### src/rtl/fp_pkg.sv
// Shared floating-point definitions: FP32 defaults, bias, special-value builders, class codes, flag indices.
// FP_MULT_RNE_EN widens the kept mantissa product so guard/sticky bits survive into rounding.
package fp_pkg;

    localparam int FP32_EXP_W = 8;
    localparam int FP32_MAN_W = 23;
    localparam int FP_MAX_W   = 64;

    localparam int FLAG_W   = 3;
    localparam int FLAG_INV = 2;
    localparam int FLAG_OVF = 1;
    localparam int FLAG_UDF = 0;

    typedef enum logic [1:0] {
        CLS_ZERO = 2'd0,
        CLS_NORM = 2'd1,
        CLS_INF  = 2'd2,
        CLS_NAN  = 2'd3
    } fp_class_e;

    function automatic int fp_bias(input int exp_w);
        return (1 << (exp_w - 1)) - 1;
    endfunction

    // Truncation only needs the hidden bit, the possible normalisation bit and the fraction.
    function automatic int fp_prod_keep_w(input int man_w);
`ifdef FP_MULT_RNE_EN
        return 2 * (man_w + 1);
`else
        return man_w + 2;
`endif
    endfunction

    function automatic logic [FP_MAX_W-1:0] fp_qnan(input int exp_w, input int man_w);
        logic [FP_MAX_W-1:0] v;
        v = '0;
        for (int i = 0; i < exp_w; i++) v[man_w + i] = 1'b1;
        v[man_w - 1] = 1'b1;
        return v;
    endfunction

    function automatic logic [FP_MAX_W-1:0] fp_inf(input logic sign, input int exp_w, input int man_w);
        logic [FP_MAX_W-1:0] v;
        v = '0;
        for (int i = 0; i < exp_w; i++) v[man_w + i] = 1'b1;
        v[exp_w + man_w] = sign;
        return v;
    endfunction

    function automatic logic [FP_MAX_W-1:0] fp_zero(input logic sign, input int exp_w, input int man_w);
        logic [FP_MAX_W-1:0] v;
        v = '0;
        v[exp_w + man_w] = sign;
        return v;
    endfunction

endpackage

### src/rtl/fp_normalize_round.sv
// Combinational normalize, round (RNE when FP_MULT_RNE_EN, else truncate) and pack with overflow/underflow saturation.
// Zero latency; no handshake, the caller registers the result.
module fp_normalize_round
    import fp_pkg::*;
#(
    parameter int EXP_W  = FP32_EXP_W,
    parameter int MAN_W  = FP32_MAN_W,
    parameter int PROD_W = fp_prod_keep_w(MAN_W)
) (
    input  logic                    sign_i,
    input  logic signed [EXP_W+1:0] exp_i,
    input  logic [PROD_W-1:0]       prod_i,
    output logic [EXP_W+MAN_W:0]    res_o,
    output logic                    ovf_o,
    output logic                    udf_o
);

    localparam logic signed [EXP_W+1:0] E_ONE  = (EXP_W+2)'(1);
    localparam logic signed [EXP_W+1:0] E_ZERO = '0;
    localparam logic signed [EXP_W+1:0] E_MAX  = (EXP_W+2)'((1 << EXP_W) - 1);

    logic                    msb;
    logic signed [EXP_W+1:0] exp_n;
    logic signed [EXP_W+1:0] exp_r;
    logic [MAN_W-1:0]        frac_t;
    logic [MAN_W:0]          man_r;
    logic                    rnd_up;
`ifdef FP_MULT_RNE_EN
    logic                    guard;
    logic                    sticky;
`endif

    always_comb begin
        msb    = prod_i[PROD_W-1];
        exp_n  = msb ? exp_i + E_ONE : exp_i;
        frac_t = msb ? prod_i[PROD_W-2 -: MAN_W] : prod_i[PROD_W-3 -: MAN_W];
`ifdef FP_MULT_RNE_EN
        guard  = msb ? prod_i[PROD_W-2-MAN_W] : prod_i[PROD_W-3-MAN_W];
        sticky = msb ? |prod_i[PROD_W-3-MAN_W:0] : |prod_i[PROD_W-4-MAN_W:0];
        rnd_up = guard && (sticky || frac_t[0]);
`else
        rnd_up = 1'b0;
`endif
        // A carry out means 1.11..1 rounded up to 10.00..0: fraction is already zero.
        man_r = {1'b0, frac_t} + {{MAN_W{1'b0}}, rnd_up};
        exp_r = man_r[MAN_W] ? exp_n + E_ONE : exp_n;
        ovf_o = (exp_r >= E_MAX);
        udf_o = (exp_r <= E_ZERO);
        res_o = {sign_i, exp_r[EXP_W-1:0], man_r[MAN_W-1:0]};
        if (ovf_o) begin
            res_o = {sign_i, {EXP_W{1'b1}}, {MAN_W{1'b0}}};
        end else if (udf_o) begin
            res_o = {sign_i, {(EXP_W+MAN_W){1'b0}}};
        end
    end

endmodule

### src/rtl/fp_mult_pipe.sv
// 3-stage pipelined FP multiplier (unpack, mantissa product, normalize/round/pack), 3-cycle latency, 1/cycle.
// Global stall: all stages hold while out_valid && !out_ready; FP_MULT_RNE_EN selects RNE, default truncates.
module fp_mult_pipe
    import fp_pkg::*;
#(
    parameter int EXP_W = FP32_EXP_W,
    parameter int MAN_W = FP32_MAN_W,
    parameter int TAG_W = 8
) (
    input  logic                 clk,
    input  logic                 rst,
    input  logic                 in_valid,
    output logic                 in_ready,
    input  logic [EXP_W+MAN_W:0] in_a,
    input  logic [EXP_W+MAN_W:0] in_b,
    input  logic [TAG_W-1:0]     in_tag,
    output logic                 out_valid,
    input  logic                 out_ready,
    output logic [EXP_W+MAN_W:0] out_p,
    output logic [TAG_W-1:0]     out_tag,
    output logic [FLAG_W-1:0]    out_flags
);

    localparam int W      = 1 + EXP_W + MAN_W;
    localparam int PW     = 2 * (MAN_W + 1);
    localparam int KEEP_W = fp_prod_keep_w(MAN_W);
    localparam logic signed [EXP_W+1:0] BIAS_S    = (EXP_W+2)'(fp_bias(EXP_W));
    localparam logic [FP_MAX_W-1:0]     QNAN_FULL = fp_qnan(EXP_W, MAN_W);
    localparam logic [FP_MAX_W-1:0]     INF_FULL  = fp_inf(1'b0, EXP_W, MAN_W);
    localparam logic [FP_MAX_W-1:0]     ZERO_FULL = fp_zero(1'b0, EXP_W, MAN_W);

    logic                    adv;
    logic                    sign_a, sign_b;
    logic [EXP_W-1:0]        exp_a, exp_b;
    logic [MAN_W-1:0]        frac_a, frac_b;
    fp_class_e               cls_a, cls_b;
    logic                    inf_zero, snan;

    logic                    v1_q, v2_q, v3_q;
    logic                    sign1_d, sign1_q, sign2_q;
    fp_class_e               cls1_d, cls1_q, cls2_q;
    logic                    inv1_d, inv1_q, inv2_q;
    logic signed [EXP_W+1:0] exp1_d, exp1_q, exp2_q;
    logic [MAN_W:0]          man_a1_q, man_b1_q;
    logic [KEEP_W-1:0]       prod2_d, prod2_q;
    logic [TAG_W-1:0]        tag1_q, tag2_q, tag3_q;
    logic [W-1:0]            p3_d, p3_q;
    logic [FLAG_W-1:0]       flags3_d, flags3_q;
    logic [W-1:0]            nr_res;
    logic                    nr_ovf, nr_udf;

    assign adv       = !v3_q || out_ready;
    assign in_ready  = adv;
    assign out_valid = v3_q;
    assign out_p     = p3_q;
    assign out_tag   = tag3_q;
    assign out_flags = flags3_q;

    assign {sign_a, exp_a, frac_a} = in_a;
    assign {sign_b, exp_b, frac_b} = in_b;

    always_comb begin
        cls_a = CLS_NORM;
        if (exp_a == '0)  cls_a = CLS_ZERO;
        else if (&exp_a)  cls_a = (frac_a == '0) ? CLS_INF : CLS_NAN;
        cls_b = CLS_NORM;
        if (exp_b == '0)  cls_b = CLS_ZERO;
        else if (&exp_b)  cls_b = (frac_b == '0) ? CLS_INF : CLS_NAN;

        inf_zero = (cls_a == CLS_INF && cls_b == CLS_ZERO) || (cls_a == CLS_ZERO && cls_b == CLS_INF);
        snan     = (cls_a == CLS_NAN && !frac_a[MAN_W-1]) || (cls_b == CLS_NAN && !frac_b[MAN_W-1]);

        // Result class resolved up front so later stages only carry the winner.
        cls1_d = CLS_NORM;
        if (cls_a == CLS_NAN || cls_b == CLS_NAN || inf_zero) cls1_d = CLS_NAN;
        else if (cls_a == CLS_INF || cls_b == CLS_INF)        cls1_d = CLS_INF;
        else if (cls_a == CLS_ZERO || cls_b == CLS_ZERO)      cls1_d = CLS_ZERO;

        inv1_d  = inf_zero || snan;
        sign1_d = sign_a ^ sign_b;
        exp1_d  = $signed({2'b00, exp_a}) + $signed({2'b00, exp_b}) - BIAS_S;
    end

    assign prod2_d = KEEP_W'((PW'(man_a1_q) * PW'(man_b1_q)) >> (PW - KEEP_W));

    fp_normalize_round #(
        .EXP_W  (EXP_W),
        .MAN_W  (MAN_W),
        .PROD_W (KEEP_W)
    ) u_norm (
        .sign_i (sign2_q),
        .exp_i  (exp2_q),
        .prod_i (prod2_q),
        .res_o  (nr_res),
        .ovf_o  (nr_ovf),
        .udf_o  (nr_udf)
    );

    always_comb begin
        p3_d     = nr_res;
        flags3_d = '0;
        case (cls2_q)
            CLS_NAN: begin
                p3_d               = QNAN_FULL[W-1:0];
                flags3_d[FLAG_INV] = inv2_q;
            end
            CLS_INF:  p3_d = {sign2_q, INF_FULL[W-2:0]};
            CLS_ZERO: p3_d = {sign2_q, ZERO_FULL[W-2:0]};
            default: begin
                flags3_d[FLAG_OVF] = nr_ovf;
                flags3_d[FLAG_UDF] = nr_udf;
            end
        endcase
    end

    always_ff @(posedge clk) begin
        if (rst) begin
            v1_q     <= 1'b0;
            v2_q     <= 1'b0;
            v3_q     <= 1'b0;
            sign1_q  <= 1'b0;
            sign2_q  <= 1'b0;
            cls1_q   <= CLS_ZERO;
            cls2_q   <= CLS_ZERO;
            inv1_q   <= 1'b0;
            inv2_q   <= 1'b0;
            exp1_q   <= '0;
            exp2_q   <= '0;
            man_a1_q <= '0;
            man_b1_q <= '0;
            prod2_q  <= '0;
            tag1_q   <= '0;
            tag2_q   <= '0;
            tag3_q   <= '0;
            p3_q     <= '0;
            flags3_q <= '0;
        end else if (adv) begin
            v1_q     <= in_valid;
            sign1_q  <= sign1_d;
            cls1_q   <= cls1_d;
            inv1_q   <= inv1_d;
            exp1_q   <= exp1_d;
            man_a1_q <= {1'b1, frac_a};
            man_b1_q <= {1'b1, frac_b};
            tag1_q   <= in_tag;
            v2_q     <= v1_q;
            sign2_q  <= sign1_q;
            cls2_q   <= cls1_q;
            inv2_q   <= inv1_q;
            exp2_q   <= exp1_q;
            prod2_q  <= prod2_d;
            tag2_q   <= tag1_q;
            v3_q     <= v2_q;
            p3_q     <= p3_d;
            tag3_q   <= tag2_q;
            flags3_q <= flags3_d;
        end
    end

endmodule

### config.mk
export PLATFORM = sky130hd
export DESIGN_NAME = fp_mult_pipe
export DESIGN_NICKNAME = d
export VERILOG_FILES = /design/src/rtl/fp_pkg.sv /design/src/rtl/fp_normalize_round.sv /design/src/rtl/fp_mult_pipe.sv
export SDC_FILE = /design/constraint.sdc
export NUM_CORES = 2
export LEC_CHECK = 0
export CAP_MARGIN = 20
export CORE_MARGIN = 5
export CORE_UTILIZATION = 40
export DETAILED_ROUTE_END_ITERATION = 8
export PLACE_DENSITY = 0.68
export SLEW_MARGIN = 10
export SYNTH_ARGS = -nofsm -noshare
export SYNTH_HDL_FRONTEND = slang
export SYNTH_SLANG_ARGS = --single-unit
### constraint.sdc
create_clock -name clk -period 12.2 [get_ports clk]
set_clock_uncertainty 0.15 [all_clocks]
set_input_delay 3.66 -clock clk [delete_from_list [all_inputs] [get_ports clk]]
set_output_delay 3.66 -clock clk [all_outputs]
set_load 0.02 [all_outputs]
Word-level counts from Yosys, hierarchy flattened. Index checks and enable logic that the tools add are counted. W data, S select, Z words.

Add/subtract/negate cells: 3. $mul: 1. Magnitude comparators: 2. Equal/unequal tests: 6. Mux-type cells: 16. Bitwise operators: 1. Reductions and logical operators: 25.

Operators with widths (count): $pmux W32 S3 (1); $mux W31 (2); $mul A24 B24 Y48 (1); $logic_not A23 Y1 (2); $mux W23 (1); $logic_not A8 Y1 (2); $reduce_and A8 Y1 (2); $mux W2 (7); $eq A2 B2 Y1 const B (6); $add A10 B2 Y10 const B (1); $ge A10 B9 Y1 const B (1); $le A10 B1 Y1 const B (1); $mux W10 (1); $sub A9 B7 Y10 const B (1); $add A8 B8 Y9 (1); $logic_or A1 B1 Y1 (8); $logic_not A2 Y1 (3); $logic_and A1 B1 Y1 (4); $mux W1 (4); $logic_not A1 Y1 (3); $reduce_or A3 Y1 (1); $xor A1 B1 Y1 (1).

Flip-flop bits (word level): 163. Bits of input ports: 76. Word-level logic and storage cells: 73.

Longest topological paths before layout.
Word-level depth: 9. Gate-level depth with buffers: 26. Gate-level depth less buffers: 24.

By module. A second synthesis with hierarchy kept.

Cell total of the unflattened synthesis: 2993. Area, all modules: 25704.7 µm².

By module, submodules not included: fp_mult_pipe (instances 1, cells each 2855, area an instance 24636.1 µm²); fp_normalize_round (instances 1, cells each 138, area an instance 1068.5 µm²).

Worst setup path before layout. No wires, ideal clock.

Kind: input-to-output. Start: input port out_ready. End: output port in_ready. Arrival time: 4618 ps. Required time: 8390 ps. Slack: 3772 ps. Cell stages on the path: 5. Path buffers: 3. Path through: nor2b_1 -> clkbuf_1 -> inv_1 -> clkbuf_1 -> clkbuf_1.

Word-level cells in the longest chain between the ends: 1.

Ends and longest elaborated chain: start, declared (RTL line fp_mult_pipe.sv:18) `input logic out_ready,`; $logic_or A1 B1 Y1 (RTL line fp_mult_pipe.sv:52) `assign adv = !v3_q || out_ready;`; end, declared (RTL line fp_mult_pipe.sv:13) `output logic in_ready,`.

Every way passes these cells.

Worst setup path after layout. Same ends and word-level chain as after synthesis.

==> summary.txt <==
GRT
  – Initial antenna violation count: 2
  – Grt total ovfl: 0
  – Largest net degree at the start of global routing: 99
  – First-pass GRT wire length: 114000 um
  – Total GRT Usage: 20.1%
  – Number of global-route vias before repair: 21.1k

Synth
  – Post-synth cell types: 77
  – Syn_nets: 3748
  – Post-synth ARST share: 0%
  – Synthesis Warnings: 0
  – Cell Area, Synth: between 0.02 and 0.03 sq mm
  – Synth Area in XOR/XNOR: 1.02%
  – Simple-gate share of the synthesized area: 18.9%
  – Top post-synthesis cells by area: fa_1 38%, dfxtp_1 13%, ha_1 9.1%
  – Top FF cell, synth: dfxtp_1
  – Register area share after synthesis: 12.6%
  – Synth area leader: fa_1
  – Adder-cell area share of the yosys netlist: 46.6%
  – Multiplexer share of the synthesized area: 1.08%
  – Post-synthesis compound-gate area fraction: 8.57%
  – EDFF count, synth: 0
  – Largest family of logic cells by synthesized area: adder cells
  – Mean Syn Cell Area: 8.56 sq um
  – Number of synthesized register bits: 162
  – Top cell type's share of synthesized area: 37.5%
  – Post-synthesis cell count: ~3.0k

Clock network
  – TritonCTS clock tree: built
  – # clock sinks: about 160
  – Inserted Clock Buffers: 17
  – CTS Buffer Depth: 2
  – H-tree depth: 4
  – # hold bufs at CTS: 0
  – CTS root buffer: clkbuf_16
  – Postcts setup bufs: 0
  – Worst-Skew Late Latency: 0.46 ns
  – CTS resizes: 0
  – Worst-path clk slew: 0.09 ns

Power and ir drop
  – Int Pwr: 1730 uW
  – Leakage power: 0.0133 uW
  – Sw Ratio: 49.0%
  – Clock Power Share: 16.8%
  – Peak supply drop: 0.138 mV
  – Sequential Power Share: a little under a fifth
  – Power per cell area: 120 mW/mm^2
  – Sw power: around 1700 uW
  – Comb pwr share: 64.4%

Floorplanning
  – Die H: 263 um
  – Cell row count: between 90 and 100
  – Initial Util: between 40% and 50%
  – Area of the core: ~0.064 sq mm
  – Die ar.: slightly below 0.07 sq mm
  – IO Pins: 121
  – Die width: about 260 um

STA
  – Tightest Pin Transition: ~1.1 ns
  – Fmax achieved: 105 MHz
  – Fin. max-slew vios: 0
  – Hold Fails Final Rpt: 0
  – Final WS setup: approximately 2.7 ns
  – Final setup fails: 0
  – Final TNS setup: 0 ns
  – RSZ-0062 raised after global routing: false
  – Tmin final: 9.50 ns
  – Tcrit/Tclk final: 77.9%
  – Rel. slew slack: between 20% and 30%

Critical path
  – Req. time, crit path: 8.39 ns
  – CP Data Arrival Time: 5.69 ns
  – Crit-path max FO: 53
  – CP Launch Type: primary input
  – Worst Setup Path Type: in -> out
  – CP endpoint kind: primary output

Finish
  – Layout cell share with drive strength beyond 1: just under 5%
  – # diodes: 0
  – Cell Count, Final, Fillers Out: 3885
  – Final layout net count: 3761
  – Layout area overhead: 9.98%
  – Final std cell area, no fill: approximately 0.028 sq mm
  – Core Util, Final: 44.2%

Placed design
  – RePlAce Congestion: 0.905
  – Post-DP HPWL: 50000 um
  – Post-Place Setup Slack: 2.68 ns
  – Port bufs: between 100 and 150
  – Placed cell count: 3850
  – Placement Cell Area: 0.0276 sq mm

Flow run
  – # Max-Cap Violations: 0

Detailed routing
  – WL/cell: roughly 18 um
  – Initial drt markers: 1427
  – Total Wirelength: approximately 69000 um
  – Remaining antenna violation count: 0
  – DRC: 0
  – Vias/cell: about 5.1
  – Via Count: 20.0k
  – Drt first pass iters: 5

Run status
  – Status: complete, no violations

Worst hold path
  – Min-Delay Path Class: reg -> reg
-- power by group through the flow --
| stage | clock network (uW) | logic [uW] | registers, uW |
|---|---|---|---|
| 2_1_floorplan | 0 | 1580 | 633 |
| 3_3_place_gp | 0 | 2120 | 648 |
| 3_5_place_dp | 0 | 2140 | 648 |
| 4_1_cts | 579 | 2170 | 637 |
| 5_1_grt | 596 | 2480 | 641 |
| 6_report | 569 | 2180 | 635 |
-- synth_stat cells, drive strengths merged, types with 7 or more instances --
cell type / instances
a211oi: 14
a21o: 31
a21oi: 162
a22oi: 27
a31oi: 7
and2: 282
and3: 8
buf: 13
clkbuf: 164
dfxtp: 162
fa: 482
ha: 186
inv: 571
mux2: 22
nand2: 542
nand3: 28
nand3b: 7
nand4: 15
nor2: 80
nor3: 19
nor4: 16
o211ai: 12
o21ai: 49
o21bai: 8
or3: 7
xnor2: 21
xor2: 9
-- cell usage in the layout (no fill, tap or decap), drive strengths merged, types with 7 or more instances in the layout --
master         count
or3                7
and3               8
nor4              16
xnor2             21
a21oi            162
inv              577
and2             282
o21bai             8
a211oi            14
clkbuf            17
nand3b             7
nor3              19
nand2            542
a22oi             27
nor2              80
mux2              22
nand3             28
buf               52
a31oi              7
clkdlybuf4s50    119
o21ai             49
o211ai            12
fa               482
nand4             15
ha               186
xor2               9
dfxtp            162
a21o              31
-- state kept, by name (all words and copies together), names as in the netlist, 2 cells and up --
signal and count:
out_p 32, prod2_q 25, man_a1_q 24, man_b1_q 23
exp1_q 10, exp2_q 10, out_tag 8, tag1_q 8
tag2_q 8, out_flags 3, cls1_q 2, cls2_q 2
-- critical path, stage by stage --
cell             delay (ns)
clkdlybuf4s50_1        0.44
nor2b_4                0.11
buf_4                  0.48
inv_4                  0.35
clkdlybuf4s50_1        0.64
-- layout make-up --
cell class | count | area [sq um]
Fill cell | 6280 | 35700
Inverter | 571 | 2150
Multi-Input combinational cell | 2094 | 19600
Clock inverter | 15 | 181
Sequential cell | 162 | 3240
Timing Repair Buffer | 171 | 1600
Tap cell | 855 | 1070
Clock buffer | 17 | 425
-- metal layers --
| layer | track usage [%] | vias to the layer above | wire length (um) |
|---|---|---|---|
| li1 | - | 9166 | - |
| met4 | 4.77 | 2 | 1370 |
| met3 | 5.46 | 105 | 6700 |
| met5 | 0 | - | 13 |
| met2 | 31.3 | 743 | 30800 |
| met1 | 28.2 | 9974 | 29700 |
-- path summary, 6_finish.rpt --
check                     end  slack (ns)          from  depth (start not counted)
setup / recovery     in_ready        2.70     out_ready                          5
hold / removal      tag2_q[1]        0.30     tag1_q[1]                          2
setup reg to reg  prod2_q[20]        4.34  man_b1_q[11]                         19
hold reg to reg     tag2_q[1]        0.30     tag1_q[1]                          2
-- per-stage QoR --
step	power, uW	hold slack [ns]
4_1_cts	3390	0.303
2_1_floorplan	2220	0.279
5_1_grt	3710	0.313
6_report	3390	0.301
3_3_place_gp	2770	0.288
3_5_place_dp	2780	0.293
-- cell families after synthesis --
logic type	Yosys count
AND/OR/NAND/NOR	1025
buffers and inverters	748
adder cells (fa/ha/maj)	668
AO/OA/AOI/OAI	346
flip-flops	162
XOR/XNOR	30
multiplexers	25
Note: power is estimated with default switching activity, not from simulation.
